`config.mk`:
```
export PLATFORM = sky130hd
export DESIGN_NAME = pwm_capture
export DESIGN_NICKNAME = d
export VERILOG_FILES = /design/src/rtl/pwm_pkg.sv /design/src/rtl/pwm_capture_sync.sv /design/src/rtl/pwm_capture.sv
export SDC_FILE = /design/constraint.sdc
export NUM_CORES = 1
export LEC_CHECK = 0
export ABC_AREA = 1
export CELL_PAD_IN_SITES_DETAIL_PLACEMENT = 1
export CELL_PAD_IN_SITES_GLOBAL_PLACEMENT = 1
export CORE_MARGIN = 4
export CORE_UTILIZATION = 38
export DETAILED_ROUTE_END_ITERATION = 8
export PLACE_DENSITY = 0.86
export SYNTH_ARGS = -nofsm -noshare
export SYNTH_HDL_FRONTEND = slang
export SYNTH_SLANG_ARGS = --single-unit
```
`constraint.sdc`:
```
create_clock -name CLK -period 3.9 [get_ports CLK]
set_clock_uncertainty 0.05 [all_clocks]
set_input_delay 0.975 -clock CLK [delete_from_list [all_inputs] [get_ports CLK]]
set_output_delay 0.975 -clock CLK [all_outputs]
set_load 0.02 [all_outputs]
```
`src/rtl/pwm_pkg.sv`:
```
// pwm_pkg: definitions shared by the PWM generator and the PWM capture block.
// Holds the common counter width, the capture state encoding and the default
// stuck-input timeout.
package pwm_pkg;

  localparam int unsigned PWM_WIDTH = 28;

  localparam logic [PWM_WIDTH-1:0] DEFAULT_TIMEOUT_CYCLES = 28'hFFFFFFF;

  typedef enum logic [1:0] {
    IDLE  = 2'd0,
    MEAS  = 2'd1,
    STUCK = 2'd2
  } capture_state_t;

endpackage

```
`src/rtl/pwm_capture_sync.sv`:
```
// pwm_capture_sync: input conditioning for pwm_capture.
// Brings the asynchronous PWM pin into the CLK domain with two flops, optionally
// debounces it, and produces the conditioned level s plus a one-cycle rise pulse.
// Build option: define PWM_CAPTURE_FILTER_EN to insert the glitch filter, which
// only lets s change after FILTER_LEN consecutive identical synchronized samples.
module pwm_capture_sync #(
  parameter int unsigned FILTER_LEN = 4
) (
  input  logic CLK,
  input  logic RST,
  input  logic PWM_IN,
  output logic s,
  output logic rise
);

  logic sync_1;
  logic sync_2;
  logic s_prev;

  // Two-flop synchronizer for the asynchronous pin.
  always_ff @(posedge CLK or posedge RST) begin
    if (RST) begin
      sync_1 <= 1'b0;
      sync_2 <= 1'b0;
    end else begin
      sync_1 <= PWM_IN;
      sync_2 <= sync_1;
    end
  end

`ifdef PWM_CAPTURE_FILTER_EN
  localparam int unsigned FCW = $clog2(FILTER_LEN + 1);

  logic [FCW-1:0] filt_cnt;
  logic           s_filt;

  // Glitch filter: count consecutive samples that disagree with the current
  // level and only flip once FILTER_LEN of them have been seen in a row, so
  // both edges are delayed by the same amount.
  always_ff @(posedge CLK or posedge RST) begin
    if (RST) begin
      filt_cnt <= '0;
      s_filt   <= 1'b0;
    end else if (sync_2 == s_filt) begin
      filt_cnt <= '0;
    end else if (filt_cnt == FCW'(FILTER_LEN - 1)) begin
      filt_cnt <= '0;
      s_filt   <= sync_2;
    end else begin
      filt_cnt <= filt_cnt + 1'b1;
    end
  end

  assign s = s_filt;
`else
  logic unused_filter_len;

  assign unused_filter_len = (FILTER_LEN != 0);
  assign s = sync_2;
`endif

  // Delayed copy of the conditioned level for edge detection.
  always_ff @(posedge CLK or posedge RST) begin
    if (RST) begin
      s_prev <= 1'b0;
    end else begin
      s_prev <= s;
    end
  end

  assign rise = s & ~s_prev;

endmodule

```
`src/rtl/pwm_capture.sv`:
```
// pwm_capture: measures period and high time of an incoming PWM waveform in
// CLK cycles and flags stuck-high / stuck-low inputs through a timeout.
// Build option: define PWM_CAPTURE_FILTER_EN to add the input glitch filter
// inside pwm_capture_sync (adds FILTER_LEN cycles of latency).
module pwm_capture
  import pwm_pkg::*;
#(
  parameter int unsigned      WIDTH          = PWM_WIDTH,
  parameter logic [WIDTH-1:0] TIMEOUT_CYCLES = WIDTH'(DEFAULT_TIMEOUT_CYCLES),
  parameter int unsigned      FILTER_LEN     = 4
) (
  input  logic             CLK,
  input  logic             RST,
  input  logic             PWM_IN,
  output logic [WIDTH-1:0] PERIOD,
  output logic [WIDTH-1:0] DUTY,
  output logic             VALID,
  output logic             TIMEOUT,
  output logic             LEVEL
);

  logic s;
  logic rise;

  logic [WIDTH-1:0] cnt;
  logic [WIDTH-1:0] hcnt;

  capture_state_t   state_q;
  capture_state_t   state_d;
  logic [WIDTH-1:0] period_q;
  logic [WIDTH-1:0] period_d;
  logic [WIDTH-1:0] duty_q;
  logic [WIDTH-1:0] duty_d;
  logic             valid_q;
  logic             valid_d;

  pwm_capture_sync #(
    .FILTER_LEN(FILTER_LEN)
  ) u_sync (
    .CLK   (CLK),
    .RST   (RST),
    .PWM_IN(PWM_IN),
    .s     (s),
    .rise  (rise)
  );

  // Cycle counter since the last rise (saturating at the timeout) and high-time
  // counter that only advances while the conditioned input is high.
  always_ff @(posedge CLK or posedge RST) begin
    if (RST) begin
      cnt  <= '0;
      hcnt <= '0;
    end else begin
      if (rise) begin
        cnt <= WIDTH'(1);
      end else if (cnt != TIMEOUT_CYCLES) begin
        cnt <= cnt + WIDTH'(1);
      end

      if (rise) begin
        hcnt <= WIDTH'(1);
      end else if (s) begin
        hcnt <= hcnt + WIDTH'(1);
      end
    end
  end

  // State and result registers.
  always_ff @(posedge CLK or posedge RST) begin
    if (RST) begin
      state_q  <= IDLE;
      period_q <= '0;
      duty_q   <= '0;
      valid_q  <= 1'b0;
    end else begin
      state_q  <= state_d;
      period_q <= period_d;
      duty_q   <= duty_d;
      valid_q  <= valid_d;
    end
  end

  // Next-state logic: a rise in MEAS closes a period and publishes it; running
  // out of cycles in MEAS declares the input stuck and clears the results. A rise
  // out of IDLE or STUCK only starts a fresh period, since the one ending there
  // is partial. Rise takes priority over the timeout in the same cycle.
  always_comb begin
    state_d  = state_q;
    period_d = period_q;
    duty_d   = duty_q;
    valid_d  = 1'b0;
    case (state_q)
      IDLE: begin
        if (rise) begin
          state_d = MEAS;
        end
      end
      MEAS: begin
        if (rise) begin
          period_d = cnt;
          duty_d   = hcnt;
          valid_d  = 1'b1;
        end else if (cnt == TIMEOUT_CYCLES) begin
          state_d  = STUCK;
          period_d = '0;
          duty_d   = '0;
        end
      end
      STUCK: begin
        if (rise) begin
          state_d = MEAS;
        end
      end
      default: begin
        state_d = IDLE;
      end
    endcase
  end

  assign PERIOD  = period_q;
  assign DUTY    = duty_q;
  assign VALID   = valid_q;
  assign TIMEOUT = (state_q == STUCK);
  assign LEVEL   = s;

endmodule

```
After elaboration in Yosys (flattened, before gate mapping)
Cells that the tools add are included.
{"block": "word_totals", "out_inout_bits": 59, "wordCells": 40, "memories": 0, "reg_bits": 118, "latchBits": 0, "mem_bits_rw": 0, "rom_bits": 0, "in_bits": 3}
{"block": "op_classes", "eq_ne": 7, "div_mod_pow": 0, "n_bitwise": 2, "addsub": 2, "n_reduce_logical": 7, "order_cmp": 0, "shift": 0, "multipliers": 0, "muxes": 13}
{"operator": "$mux 28", "count": 7}
{"operator": "$add 28x1->28 const B", "count": 2}
{"operator": "$eq 28x28->1 const B", "count": 1}
{"operator": "$ne 28x28->1 const B", "count": 1}
{"operator": "$mux 2", "count": 3}
{"operator": "$reduce_bool 2->1", "count": 3}
{"operator": "$ne 2x2->1 const B", "count": 2}
{"operator": "$pmux 2 s2", "count": 1}
{"operator": "$reduce_and 3->1", "count": 1}
{"operator": "$eq 2x1->1 const B", "count": 1}
{"operator": "$eq 2x2->1 const B", "count": 1}
{"operator": "$logic_not 2->1", "count": 1}
{"operator": "$mux 1", "count": 2}
{"operator": "$ne 2x1->1 const B", "count": 1}
{"operator": "$reduce_and 2->1", "count": 1}
{"operator": "$reduce_or 2->1", "count": 1}
{"operator": "$and 1x1->1", "count": 1}
{"operator": "$not 1->1", "count": 1}

Logic depth before layout (Yosys ltp)
{"block": "logic_depth", "ltp_word": 4, "depth_mapped": 12}

Hierarchy
Synthesis repeated with hierarchy kept, for this count alone.
{"block": "unflattened", "hier_cells": 755, "hier_area_um2": 5741.8}
{"module": "pwm_capture", "area_each_um2": 5652.9, "cells_each": 749, "n_inst": 1, "seq_area_each_um2": 2877.8}
{"module": "pwm_capture_sync", "area_each_um2": 88.8, "cells_each": 6, "n_inst": 1, "seq_area_each_um2": 75.1}

Worst setup path before layout
Ideal clock, no wire load.
{"block": "synth_path", "kind": "reg-to-reg", "start": "register cnt[0]", "end": "register duty_q[15], in the netlist DUTY[15]", "path_stages_with_launch": 13, "slack_ps": 2040, "n_path_buf": 2, "period_less_slack_ps": 1860, "arrival_ps": 1693, "cell_sequence": "dfrtp_1 ha_1 inv_2 nor2_4 nand2_4 nor2_8 nand2_4 nand2_4 nand2_2 buf_6 buf_6 nand2_2 nand2_1"}
{"block": "synth_between", "elab_chain_len": 3}
{"element": "start: declaration", "line_no": "pwm_capture.sv:25", "text": "logic [WIDTH-1:0] cnt;"}
{"element": "start signal: assignment", "line_no": "pwm_capture.sv:57", "text": "cnt <= cnt + WIDTH'(1);"}
{"element": "$eq 28x28->1", "line_no": "pwm_capture.sv:103", "text": "end else if (cnt == TIMEOUT_CYCLES) begin"}
{"element": "$reduce_bool 2->1 (no line)"}
{"element": "$reduce_and 2->1 (no line)"}
{"element": "end signal: assignment", "line_no": "pwm_capture.sv:78", "text": "duty_q <= duty_d;"}
{"element": "end: declaration", "line_no": "pwm_capture.sv:32", "text": "logic [WIDTH-1:0] duty_q;"}
Every way passes these cells.
A chain may end at the register's enable or synchronous reset.

Worst setup path in the final report
{"block": "layout_path", "start": "register u_sync.sync_2, in the netlist u_sync.s", "end": "register period_q[2], in the netlist PERIOD[2]"}
{"block": "layout_between", "elab_chain_len": 3, "word_cells_on_any_way": 4, "cone_classes": "1 x mux; 1 x bitwise; 2 x reduce/logical"}
{"element": "start: declaration", "line_no": "pwm_capture_sync.sv:17", "text": "logic sync_2;"}
{"element": "start signal: assignment", "line_no": "pwm_capture_sync.sv:27", "text": "sync_2 <= sync_1;"}
{"element": "$and 1x1->1 *", "line_no": "pwm_capture_sync.sv:71", "text": "assign rise = s & ~s_prev;"}
{"element": "$reduce_bool 2->1 (no line)"}
{"element": "$reduce_and 2->1 (no line)"}
{"element": "end signal: assignment", "line_no": "pwm_capture.sv:77", "text": "period_q <= period_d;"}
{"element": "end: declaration", "line_no": "pwm_capture.sv:30", "text": "logic [WIDTH-1:0] period_q;"}
Every way passes the cells marked *; elsewhere a longest branch is shown, timed or not.

==> results.sh <==
export IMPL_hold_buffers=0
export IMPL_via_count=5089
export IMPL_synth_edf_count=0
export IMPL_drt_wl_total_um=16540
export IMPL_pwr_density_cell_mw_per_mm2=470.4
export IMPL_antenna_found_initial=0
export IMPL_fillCellCount=1792
export IMPL_crit_type="flip-flop to flip-flop"
export IMPL_path_clk_slew_ps=60
export IMPL_stdcell_area_mm2=0.007133
export IMPL_cts_root_buffer="clkbuf_16"
export IMPL_n_antenna_cell=0
export IMPL_h_tree_depth=4
export IMPL_fp_row_count=44
export IMPL_io_pins=62
export IMPL_syn_area_per_cell_um2=7.613
export IMPL_fin_cells=1012
export IMPL_slew_headroom=0.3591
export IMPL_synth_xor_area_frac=0.003076
export IMPL_sw_frac_of_total=0.2395
export IMPL_ys_ff_latch=118
export IMPL_muxShareOfSynthArea=0
export IMPL_tns_ps=0
export IMPL_seq_area_mm2=0.002953
export IMPL_grt_pass1_vias=5460
export IMPL_drt_iter0_markers=299
export IMPL_hold_violations=0
export IMPL_ys_warn_count=0
export IMPL_finalNetCount=820
export IMPL_die_w_um=130.4
export IMPL_rsz0062_at_grt="no"
export IMPL_gr_total_overflow=0
export IMPL_multi_input_area_mm2=0.002411
export IMPL_yosysMostFrequentCell="nand2_1"
export IMPL_p_clk_frac=0.511
export IMPL_yosys_area_share_adder=0.004395
export IMPL_hpwl_um=11340
export IMPL_vdd_ir_drop_max_mv=0.3480
export IMPL_worst_path_buf_inv=3
export IMPL_switchingPower_uw=803.6
export IMPL_cts_sinks=118
export IMPL_setup_worst_path_end_class="flip-flop"
export IMPL_cts_tree="yes"
export IMPL_routed_via_density=5.029
export IMPL_area_delta_synth_final_pct=25.27
export IMPL_cp_top_family="buffers and inverters"
export IMPL_initial_core_util=0.3903
export IMPL_final_layout_size_suffix_gt1_frac=0.08333
export IMPL_cts_buffers=17
export IMPL_p_seq_frac=0.403
export IMPL_met3_usage=0.04797
export IMPL_yosysSeqAreaShare=0.5186
export IMPL_leakagePower_uw=0.003540
export IMPL_grt_max_degree=52
export IMPL_ant_nets=0
export IMPL_fmax_mhz=367.9
export IMPL_synthSimpleGateAreaFrac=0.3784
export IMPL_grt_util_met1=0.2840
export IMPL_clk_path_buf_depth=2
export IMPL_grt_pass1_wl_um=27830
export IMPL_crit_path_max_incr_delay_ps=690
export IMPL_status="finished, final reports clean"
export IMPL_async_flop_share=1.000
export IMPL_synth_compound_area_frac=0.03626
export IMPL_drv_slew=0
export IMPL_cap_violations=0
export IMPL_post_place_ws_ps=1191
export IMPL_use_met2=0.3328
export IMPL_cts_setup_buffers=0
export IMPL_worst_pin_slew_ps=954.0
export IMPL_gp_congestion=0.8747
export IMPL_yosysUniqueCellTypes=31
export IMPL_grt_total_usage=0.2079
export IMPL_grt_busiest_layer="met2"
export IMPL_internal_power_uw=2552
export IMPL_cts_resized_gates=0
export IMPL_die_area_mm2=0.01701
export IMPL_cp_arrival_ps=3020
export IMPL_wl_per_cell_um=16.35
export IMPL_setup_ws_ps=1182
export IMPL_synth_top_area_share=0.5186
export IMPL_core_area_mm2=0.01459
export IMPL_fin_crit_sh=0.6970
export IMPL_dp_cells=980
export IMPL_synth_area_mm2=0.005694
export IMPL_synthFlopType="dfrtp_1"
export IMPL_netlist_instances=748
export IMPL_dr_pass1_iters=4
export IMPL_clk_latency_ps=420
export IMPL_port_buffers=61
export IMPL_combPwrFrac=0.086
export IMPL_utilization=0.4889
export IMPL_drcViolationCount=0
export IMPL_cp_slowest_cell="inv_2"
export IMPL_synth_top_family_by_area="simple AND/OR/NAND/NOR gates"
export IMPL_dieHeight_um=130.4
export IMPL_dpl_cell_area_mm2=0.006492
export IMPL_cp_required_ps=4210
export IMPL_synth_area_leaders="dfrtp_1 (52%), nand2_1 (20%), nor2_1 (6.3%), nand3_1 (4.9%), inv_1 (3.4%)"
export IMPL_synth_area_leader_cell="dfrtp_1"
export IMPL_min_path_type="flip-flop to flip-flop"
export IMPL_syn_nets=753
export IMPL_path_cells="inv_2, nor2_4, inv_2, nand2_4, nand2_2, buf_4, nand2_1, nand2_1"
export IMPL_setup_violations=0
export IMPL_synthTopCellsByCount="nand2_1 (310), dfrtp_1 (118), nor2_1 (96)"
export IMPL_critPathMaxFanout=51
export IMPL_period_minus_slack_ps=2718
export IMPL_crit_path_start_kind="flip-flop"
## layout make-up
type / instances / area share
Inverter: 55 / 0.02947
Timing Repair Buffer: 68 / 0.09647
Tap cell: 184 / 0.03228
Multi-Input combinational cell: 555 / 0.3380
Clock buffer: 23 / 0.06560
Sequential cell: 118 / 0.4140
Clock inverter: 9 / 0.02421
## state kept, by name (all words and copies together), names as in the netlist
signal,count
DUTY,28
PERIOD,28
VALID,1
cnt,28
hcnt,28
state_q,2
u_sync.s,1
u_sync.s_prev,1
u_sync.sync_1,1
## power by group through the flow
| stage | logic [uW] | clock network [uW] | registers [uW] |
|---|---|---|---|
| 3_3_place_gp | 283 | 0 | 1370 |
| 3_5_place_dp | 292 | 0 | 1370 |
| 4_1_cts | 296 | 1740 | 1350 |
| 2_1_floorplan | 154 | 0 | 1390 |
| 5_1_grt | 326 | 1800 | 1360 |
| 6_report | 290 | 1710 | 1350 |
## placed cells by master, fill, tap and decap left out, drive strengths merged, types with 2 or more instances in the layout
cell,synthesis,routed
clkdlybuf4s50,0,61
nor3,10,10
o21ai,17,17
nor3b,3,3
buf,14,7
nor2,102,102
clkinvlp,0,2
nand4,7,7
clkinv,0,3
a31oi,3,3
dfrtp,118,118
ha,2,2
nand2,325,325
a21oi,14,14
xor2,2,2
bufinv,0,5
clkbuf,6,23
nand3,56,56
or2,7,7
inv,55,54
## metal layers
layer / wire (um) / share of wire
met4: 231 / 0.014
met3: 774 / 0.047
met2: 7835 / 0.47
met1: 7701 / 0.47
met5: 0 / 0
## worst reg2reg max path, stage by stage, from the launching register on
cell	delay, ps
dfrtp_1	500
inv_2	180
nor2_4	90
inv_2	700
nand2_4	90
nand2_2	540
buf_4	340
nand2_1	90
nand2_1	70
## per-stage QoR
stage / power (uW) / hold slack [ps]
global placement: 1650 / 288.5
finish: 3356 / 324.8
detailed placement: 1664 / 312.9
CTS: 3389 / 326.7
floorplan: 1542 / 281.2
global route: 3484 / 339.5
## path summary, 6_finish.rpt
| check | start | to | slack [ps] | cells past startpoint |
|---|---|---|---|---|
| setup / recovery | u_sync.s$_DFF_PP0_ | PERIOD[2]$_DFFE_PP0P_ | 1180 | 8 |
| hold / removal | u_sync.sync_1$_DFF_PP0_ | u_sync.s$_DFF_PP0_ | 320 | 0 |
| setup reg to reg | u_sync.s$_DFF_PP0_ | PERIOD[2]$_DFFE_PP0P_ | 1180 | 8 |
| hold reg to reg | u_sync.sync_1$_DFF_PP0_ | u_sync.s$_DFF_PP0_ | 320 | 0 |
| max in group asynchronous | RST | u_sync.sync_1$_DFF_PP0_ | 2150 | 3 |
| min in group asynchronous | RST | DUTY[6]$_DFFE_PP0P_ | 970 | 2 |
## logic make-up after synthesis
| kind of cell | after synthesis |
|---|---|
| adder cells (fa/ha/maj) | 2 |
| XOR/XNOR | 2 |
| buffers and inverters | 75 |
| AO/OA/AOI/OAI | 38 |
| AND/OR/NAND/NOR | 513 |
| flip-flops | 118 |
(Power assumes the default switching activity.)
